<file path="src/rtl/pipe_meat_chain.sv">
// Parametrised in-order pipeline register chain with per-stage hold, flush of younger
// stages, valid/ready output handshake and a saturating input-stall counter.
module pipe_meat_chain #(
  parameter int unsigned WIDTH  = 16,
  parameter int unsigned STAGES = 4,
  parameter int unsigned CNT_W  = 16,
  parameter int unsigned FL_W   = $clog2(STAGES + 1)
) (
  input  logic                      clk,
  input  logic                      rst,
  input  logic                      in_valid,
  input  logic [WIDTH-1:0]          in_data,
  output logic                      in_ready,
  input  logic [STAGES-1:0]         stage_hold,
  input  logic                      flush,
  input  logic [FL_W-1:0]           flush_upto,
  output logic                      out_valid,
  output logic [WIDTH-1:0]          out_data,
  input  logic                      out_ready,
  output logic [STAGES-1:0]         stage_valid,
  output logic [STAGES*WIDTH-1:0]   stage_data,
  output logic [CNT_W-1:0]          stall_count
);

  logic [STAGES-1:0]             valid_q, valid_d;
  logic [STAGES-1:0][WIDTH-1:0]  data_q, data_d;
  logic [CNT_W-1:0]              cnt_q;

  logic [STAGES-1:0] adv, take, kill, load;
  logic              kill_all;
  logic              stall;

  always_comb begin
    for (int unsigned i = 0; i < STAGES; i++) begin
      kill[i] = flush & (i < 32'(flush_upto));
    end
    kill_all = flush & (32'(flush_upto) >= STAGES);
  end

  // Readiness ripples from the oldest stage down to stage 0.
  always_comb begin
    adv = '0;
    take = '0;
    adv[STAGES-1]  = valid_q[STAGES-1] & ~stage_hold[STAGES-1] & out_ready & ~kill[STAGES-1];
    take[STAGES-1] = ~stage_hold[STAGES-1] & (~valid_q[STAGES-1] | adv[STAGES-1]);
    for (int i = STAGES - 2; i >= 0; i--) begin
      adv[i]  = valid_q[i] & ~stage_hold[i] & take[i+1];
      take[i] = ~stage_hold[i] & (~valid_q[i] | adv[i]);
    end
  end

  assign in_ready = take[0] & ~flush & ~rst;

  always_comb begin
    load = '0;
    load[0] = in_valid & in_ready;
    for (int unsigned i = 1; i < STAGES; i++) begin
      load[i] = adv[i-1] & ~kill[i-1];
    end
  end

  // Kill beats load and hold; stale data stays in empty stages.
  always_comb begin
    valid_d = valid_q;
    data_d  = data_q;
    for (int unsigned i = 0; i < STAGES; i++) begin
      if (kill[i]) begin
        valid_d[i] = 1'b0;
      end else if (load[i]) begin
        valid_d[i] = 1'b1;
      end else if (adv[i]) begin
        valid_d[i] = 1'b0;
      end
    end
    if (load[0]) begin
      data_d[0] = in_data;
    end
    for (int unsigned i = 1; i < STAGES; i++) begin
      if (load[i]) begin
        data_d[i] = data_q[i-1];
      end
    end
  end

  assign stall = in_valid & ~in_ready & ~flush;

  always_ff @(posedge clk or posedge rst) begin
    if (rst) begin
      valid_q <= '0;
      data_q  <= '0;
      cnt_q   <= '0;
    end else begin
      valid_q <= valid_d;
      data_q  <= data_d;
      if (stall && (cnt_q != {CNT_W{1'b1}})) begin
        cnt_q <= cnt_q + 1'b1;
      end
    end
  end

  assign out_valid   = valid_q[STAGES-1] & ~kill_all;
  assign out_data    = data_q[STAGES-1];
  assign stage_valid = valid_q;
  assign stage_data  = data_q;
  assign stall_count = cnt_q;

endmodule

</file>
<file path="config.mk">
export PLATFORM = sky130hd
export DESIGN_NAME = pipe_meat_chain
export DESIGN_NICKNAME = d
export VERILOG_FILES = /design/src/rtl/pipe_meat_chain.sv
export SDC_FILE = /design/constraint.sdc
export NUM_CORES = 1
export LEC_CHECK = 0
export ABC_CLOCK_PERIOD_IN_PS = 4000
export CAP_MARGIN = 10
export CORE_UTILIZATION = 48
export CTS_CLUSTER_DIAMETER = 150
export DETAILED_ROUTE_END_ITERATION = 10
export GPL_ROUTABILITY_DRIVEN = 0
export PLACE_DENSITY_LB_ADDON = 0.05
export SLEW_MARGIN = 20
export SYNTH_ARGS = -nofsm -noshare
export SYNTH_HDL_FRONTEND = slang
export SYNTH_SLANG_ARGS = --single-unit
export TNS_END_PERCENT = 50
</file>
<file path="constraint.sdc">
create_clock -name clk -period 4 [get_ports clk]
set_clock_uncertainty 0.05 [all_clocks]
set_input_delay 0.6 -clock clk [delete_from_list [all_inputs] [get_ports clk]]
set_output_delay 0.6 -clock clk [all_outputs]
set_load 0.01 [all_outputs]
</file>
==> flow_summary.toml, run 1 <==
[floorplanning]
start_util_pct = 50.1
die_height_um = 89.5
fp.coreArea_um2 = 7330
io-pin-count = 130
die-area_um2 = 8000
die_x_um = 89.5
num_rows = 31

[outcome]
status = "complete, no violations"

[worst_setup_path]
path_class = "input pin to output port"
crit_top_cell = "clkdlybuf4s50_1"
cp.arrival_ns = 2.40
path_cells = "clkdlybuf4s50_1 > a21bo_1 > o211ai_2 > a31o_2 > clkdlybuf4s50_1"
crit_fanout = 9
critPathLaunch = "flush"
critical_path.max_stage_delay_ns = 0.55
cp-end-kind = "output port"
crit_buf_inv = 2
crit_slowest_cell = "clkdlybuf4s50_1"
worst_ep_required_time_ns = 3.35
reg2reg_from = "stage_valid[2]"
start_kind = "input pin"
critPathTopFamily = "buffers and inverters"

[clock_tree]
clock-sinks = 84
h-tree-depth = 3
clockBufferDepth = 2
cts_root_buf = "clkbuf_8"
ctsHoldBuffers = 0
insertion_delay_ns = 0.34
post_cts_buffers = 0
cts_made_buffers = 9
cts_resized = 0
clkTransAtPathRegs_ns = 0.08
tritoncts = "yes"

[global_routing]
grt_usage_pct = 20.4
grt_start_max_net_pins = 49
grt_antenna_before_repair = 0
gr-total-overflow = 0
grt_pass1_wl_mm = 12.1
first_global_vias = 2348

[pwr]
clkPwrFrac_pct = 25.2
peakVddDrop_mv = 0.267
p_leak_nw = 2.26
power_density_nw_per_um2 = 451
switching_share_pct = 27.5
power.share.combinational_pct = 26.2
p_switching_mw = 0.638
seqPwrFrac_pct = 48.7
internal_power_mw = 1.68

[yosys]
synth_cell_types = 46
synth.area.mux_share_pct = 20.9
synthTopCellsByArea = "dfrtp_1, mux2_2, buf_4, mux2_4, xor2_1"
synthXorXnorAreaFrac_pct = 3.58
synth.most_common_cell = "dfrtp_1"
synth-main-ff-cell = "dfrtp_1"
ys_ff_latch = 84
synthesis.nets = 291
ys_warn_count = 0
ys_async_sr_fraction_pct = 100
yosys.area_share.simple_pct = 8.04
synth_edf_count = 0
avgSynthCellArea_um2 = 14.0
synth_top_family_by_area = "multiplexers"
ys_seq_area_share_pct = 57.2
synth_compound_gate_area_share_pct = 4.53
yosys.area.top_type = "dfrtp_1"
synth_cells = 262
yosysTopAreaCellShare_pct = 57.2
synthTopCellsByCount = "dfrtp_1, mux2_2, buf_4"
syn-cell-area_um2 = 3670
synth-adder-area-share_pct = 0.341

[sta]
finalMaxSlewViolations = 0
max_freq_mhz = 327
setup_viol = 0
final.setup.tns_ns = 0
period_needed_ns = 3.05
worst_slew_pin_slew_ns = 0.859
slew_headroom_pct = 42.8
fin_crit_sh_pct = 76.3
whs_ns = 0.451
rsz0062_at_grt = "no"
hold_viol = 0

[route]
drcViolationCount = 0
antenna_left = 0
vias = 2507
dr.first_iter.drc_count = 91
viasPerCell = 5.17
firstDrtPassIters = 4
routedWlPerCell_um = 15.8
totalWireLength_mm = 7.67

[final_layout]
antennaDiodeCount = 0
area_delta_synth_final_pct = 40.1
drive_gt1_share_pct = 25.1
nets = 411

[hold_path]
holdCritPathClass = "flop to flop"
hp-start = "stall_count[11]"

[placed_design]
io_buffers = 129
hpwl_mm = 5.53

[job]
drv_cap = 0
layout make-up:
type,instances,area [µm²]
fill,539,2190
sequential,84,2100
multi-input combinational,151,1370
timing repair buffer,132,1340
clock buffer,11,141
tap,99,124
clock inverter,4,50.0
inverter,4,16.3
layer usage:
metal | routed length (µm) | global-route usage (%)
met1 | 3360 | 26.8
met2 | 3780 | 33.2
met3 | 431 | 4.52
met5 | 0 | 0
met4 | 98 | 8.08
cell usage in the layout, fill, tap and decap left out, types with 2 or more instances in the layout:
master / instances
a211o_2: 2
a21o_1: 2
a21oi_1: 4
buf_12: 2
clkbuf_8: 10
clkdlybuf4s50_1: 129
clkinv_2: 2
clkinvlp_4: 2
dfrtp_1: 84
inv_1: 3
mux2_2: 55
mux2_4: 9
nand2_1: 10
nand2_2: 2
nand3_1: 4
nand4_1: 5
nor2_1: 7
nor3_1: 4
nor4_1: 3
nor4_2: 2
nor4b_1: 2
o21ai_0: 2
xor2_1: 14
worst register-to-register path: stages (launching register included):
cell and delay, ns:
dfrtp_1 0.46, a21oi_1 0.28, nand2_2 0.14, a211oi_4 0.59, buf_12 0.22, mux2_2 0.34
stage by stage:
stage / area, µm² / power, mW / setup WS [ns] / std cells / util [%]
after CTS: 5140 / 2.35 / 0.946 / 485 / 70.2
final: 5140 / 2.32 / 0.946 / 485 / 70.2
after global routing: 5140 / 2.44 / 0.830 / 485 / 70.2
after detailed placement: 4950 / 1.76 / 0.915 / 470 / 67.6
after floorplan: 3670 / 1.38 / 1.18 / 262 / -
after global placement: 4950 / 1.74 / 0.961 / 470 / 67.6
power by group through the flow:
stage               Sequential (mW)  Clock [mW]  Combinational (mW)
floorplan                      1.18           0               0.194
global placement               1.14           0               0.599
detailed placement             1.15           0               0.613
CTS                            1.13       0.599               0.616
global route                   1.15       0.628               0.656
finish                         1.13       0.584               0.607
logic make-up after synthesis:
logic type / Yosys count
AOI/OAI and AO/OA: 20
adders and majority gates: 1
buffers and inverters: 27
muxes: 65
and+or+nand+nor: 50
xor gates and xnor gates: 15
DFF: 84
final timing paths:
path,endpoint,slack (ns),depth (start not counted)
worst min register to register,stall_count[11],0.45,1
worst max-delay path,in_ready,0.95,5
min in group asynchronous,stall_count[15],0.76,2
worst min-delay path,stall_count[11],0.45,1
max in group asynchronous,stage_data[17],2.49,3
worst max register to register,stage_data[25],1.80,5
sequential cells by signal (all words and copies together), names as in the netlist:
register / cells
stage_valid: 4
stage_data: 48
stall_count: 16
out_data: 16
Power figures use the tool's default switching activity.
==> run 2: changes to the inputs <==
- ABC_CLOCK_PERIOD_IN_PS: 4000 -> 3100
- CORE_UTILIZATION: 48 -> 45
- clock period: 4 -> 3.1 ns (I/O delays scaled with it)
==> run 2 against run 1 <==
Effect of this change:
- sequential power is 28% higher
- largest power group unchanged
- routed wire length is 1.6% higher
- critical path type unchanged
- design area is 0.12% higher
==> flow_summary.toml, run 2 (same netlist as run 1, synthesis figures left out) <==
[outcome]
status = "complete, no violations"

[worst_setup_path]
cp.arrival_ns = 2.25
path_class = "input pin to output port"
r2r_slack_ns = 0.90
reg2reg_depth = 5
timing.rr.end = "stall_count[1]"
cp-end-kind = "output port"
crit_fanout = 9
worst_ep_required_time_ns = 2.58
start_kind = "input pin"
reg2reg_from = "stage_valid[0]"

[sta]
setup_viol = 0
fin_ws_ns = 0.339
max_freq_mhz = 362
period_needed_ns = 2.76
final.setup.tns_ns = 0
slew_headroom_pct = 54.8
finalMaxSlewViolations = 0
worst_slew_pin_slew_ns = 0.667
hold_viol = 0
rsz0062_at_grt = "no"
fin_crit_sh_pct = 89.1

[clock_tree]
cts_resized = 0
h-tree-depth = 3
clockBufferDepth = 2
insertion_delay_ns = 0.34
clock-sinks = 84
cts_root_buf = "clkbuf_8"
tritoncts = "yes"
clkTransAtPathRegs_ns = 0.07
post_cts_buffers = 0
cts_made_buffers = 9
ctsHoldBuffers = 0

[final_layout]
nets = 414
largest_reg_flops = 48
layout_common_cells = "clkdlybuf4s50_1, dfrtp_1, mux2_2, xor2_1, nand2_1"
layout_commonest_cell = "clkdlybuf4s50_1"
antennaDiodeCount = 0
drive_gt1_share_pct = 25.6
area_delta_synth_final_pct = 40.2

[hold_path]
holdCritPathClass = "flop to flop"
hold_end = "stall_count[11]"
hp-start = "stall_count[11]"
min_path_cells = 1

[global_routing]
gr-total-overflow = 0
grt_antenna_before_repair = 0
first_global_vias = 2416
grt_start_max_net_pins = 38
grt_usage_pct = 19.2
grt_pass1_wl_mm = 12.6

[route]
dr.first_iter.drc_count = 81
antenna_left = 0
drcViolationCount = 0
vias = 2488
viasPerCell = 5.06
routedWlPerCell_um = 15.8
firstDrtPassIters = 4
totalWireLength_mm = 7.79

[floorplanning]
die_x_um = 92.3
fp.coreArea_um2 = 7810
start_util_pct = 47.0
num_rows = 32
die-area_um2 = 8530
die_height_um = 92.3
io-pin-count = 130

[pwr]
peakVddDrop_mv = 0.300
p_leak_nw = 2.28
power_density_nw_per_um2 = 578

[job]
drv_cap = 0

[placed_design]
hpwl_mm = 5.60
post-place-ws_ns = 0.332
io_buffers = 129
-- run 2: worst max-delay path by stage --
stage | depth (start not counted) | endpoint | slack, ns | start
floorplan | 1 | out_data[0] | 0.42 | rst
finish | 5 | in_ready | 0.34 | flush
detailed placement | 5 | in_ready | 0.33 | flush
global route | 4 | in_ready | 0.20 | flush
global placement | 5 | in_ready | 0.35 | stage_hold[1]
CTS | 5 | in_ready | 0.33 | flush
-- run 2: worst max-delay path, stage by stage --
cell and delay [ns]:
clkdlybuf4s50_1 0.55, a21bo_1 0.25, o211ai_2 0.23, a31o_2 0.22, clkdlybuf4s50_1 0.53
-- run 2: per-layer routing --
layer / global-route usage [%] / vias to the layer above / part of all wire, %
li1: - / 1156 / -
met5: 0 / - / 0
met2: 29.9 / 80 / 48
met3: 4.52 / 7 / 5.4
met4: 6.90 / 0 / 1.2
met1: 26.2 / 1245 / 46
-- run 2: power breakdown --
| group | leakage [nW] | internal (mW) | switching [mW] |
|---|---|---|---|
| sequential | 1.10 | 1.28 | 0.172 |
| combinational | 1.08 | 0.503 | 0.280 |
| clock | 0.0931 | 0.369 | 0.373 |
-- run 2: metrics by stage --
step	power [mW]	instances	hold WS [ns]	cell area (µm²)	utilization, %
after global routing	3.13	492	0.470	5150	66.0
final	2.98	492	0.450	5150	66.0
after floorplan	1.78	262	0.472	3670	-
after CTS	3.01	492	0.453	5150	66.0
after global placement	2.25	476	0.431	4970	63.6
after detailed placement	2.27	476	0.439	4970	63.6
-- run 2: final cells by class --
type	instances	area (µm²)
Fill cell	653	2660
Sequential cell	84	2100
Multi-Input combinational cell	151	1370
Timing Repair Buffer	135	1350
Clock buffer	11	131
Tap cell	102	128
Clock inverter	5	52.6
Inverter	4	16.3
